`config.mk`:
```
export PLATFORM = sky130hd
export DESIGN_NAME = fpu_fp16_to_int
export DESIGN_NICKNAME = d
export VERILOG_FILES = /design/src/rtl/fpu_fp16_to_int_pkg.sv /design/src/rtl/fpu_fp16_to_int_rounder.sv /design/src/rtl/fpu_fp16_to_int.sv
export SDC_FILE = /design/constraint.sdc
export NUM_CORES = 1
export LEC_CHECK = 0
export BUFFER_PORTS_ARGS = -buffer_cell sky130_fd_sc_hd__buf_2
export CAP_MARGIN = 20
export CORE_MARGIN = 1.5
export CORE_UTILIZATION = 40
export CTS_BUF_LIST = sky130_fd_sc_hd__clkbuf_16
export DETAILED_ROUTE_END_ITERATION = 8
export GPL_TIMING_DRIVEN = 0
export PLACE_DENSITY = 0.61
export SYNTH_ARGS = -nofsm -noshare
export SYNTH_HDL_FRONTEND = slang
export SYNTH_SLANG_ARGS = --single-unit
```
`constraint.sdc`:
```
create_clock -name clock -period 6.65 [get_ports clock]
set_input_delay 0.665 -clock clock [delete_from_list [all_inputs] [get_ports clock]]
set_output_delay 0.665 -clock clock [all_outputs]
set_load 0.01 [all_outputs]
```
`src/rtl/fpu_fp16_to_int_pkg.sv`:
```
// Shared types and constants for the FP16 -> signed integer converter.
//   fp16_t       : IEEE half-precision operand layout {sign, exp, frac}
//   f2i_state_t  : converter FSM states
//   fpu_flags_t  : result flags {invalid, inexact}
// Optional feature macro: FPU_ROUND_NEAREST_EN (used by fpu_rounder).
package fpu_fp16_to_int_pkg;

  localparam int FP16_EXPW  = 5;
  localparam int FP16_FRACW = 10;
  localparam int FP16_BIAS  = 15;

  // Right shifts beyond this leave mag=0, guard=0, sticky=1 regardless,
  // so the shift count is clamped here to fit the 4-bit counter.
  localparam int F2I_MAX_RSHIFT = 12;

  typedef struct packed {
    logic                  sign;
    logic [FP16_EXPW-1:0]  exp;
    logic [FP16_FRACW-1:0] frac;
  } fp16_t;

  typedef enum logic [1:0] {
    IDLE  = 2'd0,
    SHIFT = 2'd1,
    ROUND = 2'd2,
    DONE  = 2'd3
  } f2i_state_t;

  typedef struct packed {
    logic invalid;
    logic inexact;
  } fpu_flags_t;

endpackage

```
`src/rtl/fpu_fp16_to_int_rounder.sv`:
```
// fpu_rounder: combinational rounding and sign application.
// Ports:
//   mag_i      : unsigned integer magnitude after denormalization
//   guard_i    : first bit shifted out below the integer LSB
//   sticky_i   : OR of all bits shifted out below the guard
//   sign_i     : operand sign
//   result_o   : signed two's-complement result
//   inexact_o  : any nonzero bits were discarded
// Macro FPU_ROUND_NEAREST_EN selects round-to-nearest-even; otherwise the
// magnitude is truncated toward zero.
module fpu_rounder #(
  parameter int INT_W = 32
) (
  input  logic [INT_W-1:0] mag_i,
  input  logic             guard_i,
  input  logic             sticky_i,
  input  logic             sign_i,
  output logic [INT_W-1:0] result_o,
  output logic             inexact_o
);

  logic             inc;
  logic [INT_W-1:0] rounded;

  always_comb begin
`ifdef FPU_ROUND_NEAREST_EN
    inc = guard_i & (sticky_i | mag_i[0]);
`else
    inc = 1'b0;
`endif
    inexact_o = guard_i | sticky_i;
    rounded   = mag_i + {{(INT_W-1){1'b0}}, inc};
    result_o  = sign_i ? ('0 - rounded) : rounded;
  end

endmodule

```
`src/rtl/fpu_fp16_to_int.sv`:
```
// fpu_fp16_to_int: multi-cycle FP16 -> signed INT_W-bit integer converter.
// One conversion in flight; valid/ready on both sides.
// Ports:
//   clock, reset_L       : rising-edge clock, async active-low reset
//   in_valid/in_ready    : operand handshake (in_ready == state IDLE)
//   in_fp                : FP16 operand, held by producer until accepted
//   out_valid/out_ready  : result handshake, result held until accepted
//   out_int              : signed result
//   out_flags            : {invalid, inexact}
// Optional feature macro: FPU_ROUND_NEAREST_EN (round to nearest even,
// resolved inside fpu_rounder; default build truncates toward zero).
module fpu_fp16_to_int
  import fpu_fp16_to_int_pkg::*;
#(
  parameter int INT_W = 32
) (
  input  logic             clock,
  input  logic             reset_L,
  input  logic             in_valid,
  output logic             in_ready,
  input  fp16_t            in_fp,
  output logic             out_valid,
  input  logic             out_ready,
  output logic [INT_W-1:0] out_int,
  output logic [1:0]       out_flags
);

  localparam logic [INT_W-1:0] MAX_POS = {1'b0, {(INT_W-1){1'b1}}};
  localparam logic [INT_W-1:0] MIN_NEG = {1'b1, {(INT_W-1){1'b0}}};
  localparam logic [FP16_EXPW-1:0] EXP_MAX  = '1;
  // Exponent field at which e == 10, i.e. the significand is already integral.
  localparam logic [FP16_EXPW-1:0] EXP_INT0 = 5'(FP16_BIAS + FP16_FRACW);

  f2i_state_t       state_q;
  logic [INT_W-1:0] mag_q;
  logic             guard_q;
  logic             sticky_q;
  logic             sign_q;
  logic             left_q;
  logic [3:0]       cnt_q;
  logic             out_valid_q;
  logic [INT_W-1:0] out_int_q;
  fpu_flags_t       flags_q;

  // Operand classification, evaluated on the accept edge.
  logic             acc_special;
  logic             acc_zero;
  logic             acc_left;
  logic [3:0]       acc_shamt;
  logic [FP16_EXPW-1:0] rdist;

  logic [INT_W-1:0] rnd_result;
  logic             rnd_inexact;

  always_comb begin
    acc_special = (in_fp.exp == EXP_MAX);
    acc_zero    = (in_fp.exp == '0);
    acc_left    = (in_fp.exp >= EXP_INT0);
    rdist       = EXP_INT0 - in_fp.exp;
    if (acc_left) begin
      acc_shamt = 4'(in_fp.exp - EXP_INT0);
    end else if (rdist > 5'(F2I_MAX_RSHIFT)) begin
      acc_shamt = 4'(F2I_MAX_RSHIFT);
    end else begin
      acc_shamt = rdist[3:0];
    end
  end

  fpu_rounder #(.INT_W(INT_W)) u_rounder (
    .mag_i     (mag_q),
    .guard_i   (guard_q),
    .sticky_i  (sticky_q),
    .sign_i    (sign_q),
    .result_o  (rnd_result),
    .inexact_o (rnd_inexact)
  );

  always_ff @(posedge clock or negedge reset_L) begin
    if (!reset_L) begin
      state_q     <= IDLE;
      mag_q       <= '0;
      guard_q     <= 1'b0;
      sticky_q    <= 1'b0;
      sign_q      <= 1'b0;
      left_q      <= 1'b0;
      cnt_q       <= '0;
      out_valid_q <= 1'b0;
      out_int_q   <= '0;
      flags_q     <= '0;
    end else begin
      unique case (state_q)
        IDLE: begin
          if (in_valid) begin
            sign_q <= in_fp.sign;
            if (acc_special) begin
              // -Inf saturates negative; +Inf and any NaN saturate positive.
              out_int_q   <= (in_fp.frac == '0 && in_fp.sign) ? MIN_NEG : MAX_POS;
              flags_q     <= '{invalid: 1'b1, inexact: 1'b0};
              out_valid_q <= 1'b1;
              state_q     <= DONE;
            end else if (acc_zero) begin
              out_int_q   <= '0;
              flags_q     <= '{invalid: 1'b0, inexact: (in_fp.frac != '0)};
              out_valid_q <= 1'b1;
              state_q     <= DONE;
            end else begin
              mag_q    <= {{(INT_W-FP16_FRACW-1){1'b0}}, 1'b1, in_fp.frac};
              guard_q  <= 1'b0;
              sticky_q <= 1'b0;
              left_q   <= acc_left;
              cnt_q    <= acc_shamt;
              state_q  <= SHIFT;
            end
          end
        end
        SHIFT: begin
          if (cnt_q != '0) begin
            if (left_q) begin
              mag_q <= mag_q << 1;
            end else begin
              mag_q    <= mag_q >> 1;
              guard_q  <= mag_q[0];
              sticky_q <= sticky_q | guard_q;
            end
            cnt_q <= cnt_q - 4'd1;
          end
          // Leave on the last shift; a zero count still spends one cycle here.
          if (cnt_q <= 4'd1) begin
            state_q <= ROUND;
          end
        end
        ROUND: begin
          out_int_q   <= rnd_result;
          flags_q     <= '{invalid: 1'b0, inexact: rnd_inexact};
          out_valid_q <= 1'b1;
          state_q     <= DONE;
        end
        DONE: begin
          if (out_ready) begin
            out_valid_q <= 1'b0;
            state_q     <= IDLE;
          end
        end
        default: state_q <= IDLE;
      endcase
    end
  end

  assign in_ready  = (state_q == IDLE);
  assign out_valid = out_valid_q;
  assign out_int   = out_int_q;
  assign out_flags = flags_q;

endmodule

```
==> impl_metrics.py <==
metrics = {
    "run_status": {
        "status": "complete, no violations",
    },
    "synthesis": {
        "synth_top_family_by_area": "compound AO/OA/AOI/OAI gates",
        "synth_nets": 579,
        "synthXorXnorAreaFrac": 0.0342,
        "synth_compound_area_frac": 0.200,
        "yosys.area_share.simple": 0.199,
        "synth_top_area_cell": "dfrtp_1",
        "synthAdderAreaFrac": 0.0335,
        "synth_edf_count": 0,
        "synthArstFlopShare": 1.00,
        "synth.area.mux_share": 0.0798,
        "yosysSeqAreaShare": 0.396,
        "synth-seq-cells": 77,
        "yosysWarnings": 0,
        "yosysUniqueCellTypes": 55,
        "netlist_instances": 546,
        "yosysTopAreaCellShare": 0.396,
        "avgSynthCellArea_um2": 8.90,
        "ys.flop_type": "dfrtp_1",
        "synth_area_leaders": "dfrtp_1, mux2i_1, nand2_1",
        "synth_area_um2": 4860,
    },
    "grt": {
        "antenna_found_initial": 0,
        "met1_usage": 0.297,
        "overflow": 0,
        "globalRouteMet2Util": 0.332,
        "grt_start_max_net_pins": 52,
        "top_usage_layer": "met2",
        "met3_usage": 0.0343,
        "grt.total_usage": 0.210,
        "first_global_vias": 4002,
        "grt_pass1_wl_mm": 21.2,
    },
    "worst_setup_path": {
        "crit_type": "in -> reg",
        "r2r_cells": 9,
        "end_kind": "flip-flop",
        "crit_chain": "buf_2, inv_1, ha_1, nor4b_1, o21ba_2, or2_2, buf_2, clkbuf_1, nor2_1, a31oi_1",
        "path_depth": 10,
        "critPathSlowestCell": "nor4b_1",
        "slowest_delay_ps": 740,
        "crit_buf_inv": 4,
        "crit_top_cell": "buf_2",
        "cp_top_family": "simple AND/OR/NAND/NOR gates",
        "worstPathMaxFanout": 10,
        "cp_data_required_time_ps": 6890,
        "start_kind": "primary input",
        "critical_path_arrival_ps": 3180,
    },
    "clock_tree": {
        "clk_latency_ps": 340,
        "hold_buffers": 0,
        "root_buffer": "clkbuf_16",
        "clk_pin_slew_ps": 60,
        "cts-resized-gates": 0,
        "clkSinkCount": 77,
        "h-tree-depth": 3,
        "cts_buffers": 9,
        "clockBufferDepth": 2,
        "postCtsSetupBuffers": 0,
        "tritoncts": "done",
    },
    "sta": {
        "drv_slew": 0,
        "rsz0062_at_grt": "false",
        "setup-violations-final": 0,
        "fin_crit_sh": 0.442,
        "relSlewSlack": 0.387,
        "worst_slew_pin_slew_ps": 907,
        "fin_crit_ps": 2940,
        "hold_viol_final": 0,
        "skew_ps": 9.96,
        "setup_tns_ps": 0,
        "setup_slack_ps": 3710,
        "fmax_ghz": 0.340,
    },
    "detailed_routing": {
        "drc": 0,
        "ant_nets": 0,
        "wl_per_cell_um": 17.1,
        "dr.pass1.iters": 5,
        "vias": 4280,
        "drt_iter0_markers": 281,
        "viasPerCell": 5.61,
        "routed_wl_mm": 13.0,
    },
    "power_and_ir_drop": {
        "ir_worst_vdd_mv": 0.204,
        "power.density_nw_per_um2": 478,
        "power_leakage_nw": 2.42,
    },
    "floorplan": {
        "die_y_um": 113,
        "core_um2": 11900,
        "ios": 56,
        "initial_core_util": 0.408,
        "die-area_um2": 12800,
        "fp-row-count": 40,
        "fp.dieW_um": 113,
    },
    "placed_design": {
        "io_buffer_count": 54,
        "dp_slack_ps": 3410,
        "dp_hpwl_mm": 9.62,
        "gp_congestion": 0.877,
    },
    "job": {
        "cap_viol_max_count": 0,
    },
    "layout": {
        "n_antenna_cell": 0,
        "fin_nets": 645,
        "areaGrowthSynthToFinish_pct": 16.2,
        "drive_gt1_frac": 0.177,
        "post-route-util": 0.474,
        "layout_common_cells": "dfrtp_1, buf_2, nand2_1, nor2_1, o21ai_0",
        "mostFrequentLayoutCell": "dfrtp_1",
    },
    "min_path": {
        "min_path_type": "in -> async",
    },
}
synthesized netlist by cell type, types with 3 or more instances:
library cell	instances
a21o_1	3
a21oi_1	36
a31oi_1	5
and3_1	4
buf_1	4
buf_2	10
clkbuf_1	32
dfrtp_1	77
ha_1	13
inv_1	19
mux2_2	6
mux2i_1	32
nand2_1	61
nand2b_1	4
nand3_1	9
nand3b_1	6
nor2_1	41
nor2b_1	3
nor3_1	13
nor3b_1	5
nor4_1	6
o21ai_0	39
o22ai_1	5
o31ai_1	26
o32a_1	5
o41ai_1	3
or2_2	10
or3_1	9
or4_1	6
or4_4	3
xnor2_1	15
xor2_1	4
report_power, final:
group	total (mW)	switching (mW)	leakage [nW]	internal [mW]
sequential	0.792	0.143	0.968	0.650
combinational	1.39	0.856	1.30	0.536
clock	0.516	0.193	0.150	0.323
per-stage QoR:
step                std cells  power [mW]  hold WS [ps]  area (um^2)
floorplan                 546        1.76           369         4860
global placement          747        2.15           468         5310
detailed placement        748        2.18           466         5340
CTS                       763        2.71           256         5650
global route              763        2.91           270         5650
finish                    763        2.70           244         5650
final timing paths:
kind	start	slack [ps]	endpoint
worst min register to register	out_flags[0]	490	out_flags[0]
worst max register to register	state_q[0]	3990	out_int[18]
worst max-delay path	in_fp[11]	3710	out_int[18]
worst min-delay path	reset_L	240	out_int[8]
min in group clock	out_flags[0]	490	out_flags[0]
max in group asynchronous	reset_L	5830	mag_q[23]
sequential cells by signal (all words and copies together) (netlist names):
signal     cells
out_int       32
sticky_q       1
out_valid      1
out_flags      2
cnt_q          4
left_q         1
state_q        2
sign_q         1
mag_q         32
guard_q        1
area by class of cell:
type | count | area (um^2)
fill | 1150 | 6260
inverter | 19 | 71.3
clock inverter | 6 | 80.1
buffer | 48 | 208
tap | 147 | 184
sequential | 77 | 1930
timing repair buffer | 55 | 300
multi-input combinational | 402 | 2650
clock buffer | 9 | 225
kinds of logic (layout without fill, tap and decap cells):
kind of cell,count (synthesis),after routing
buffers and inverters,67,137
AOI/OAI and AO/OA,144,144
xor gates and xnor gates,19,19
muxes,38,38
DFF,77,77
and+or+nand+nor,188,188
adders and majority gates,13,13
routing by layer:
layer	share of wire	vias to the layer above
li1	-	2080
met1	0.48	2068
met2	0.46	116
met3	0.043	16
met4	0.015	0
met5	0	-
Note: power is estimated with default switching activity, not from simulation.
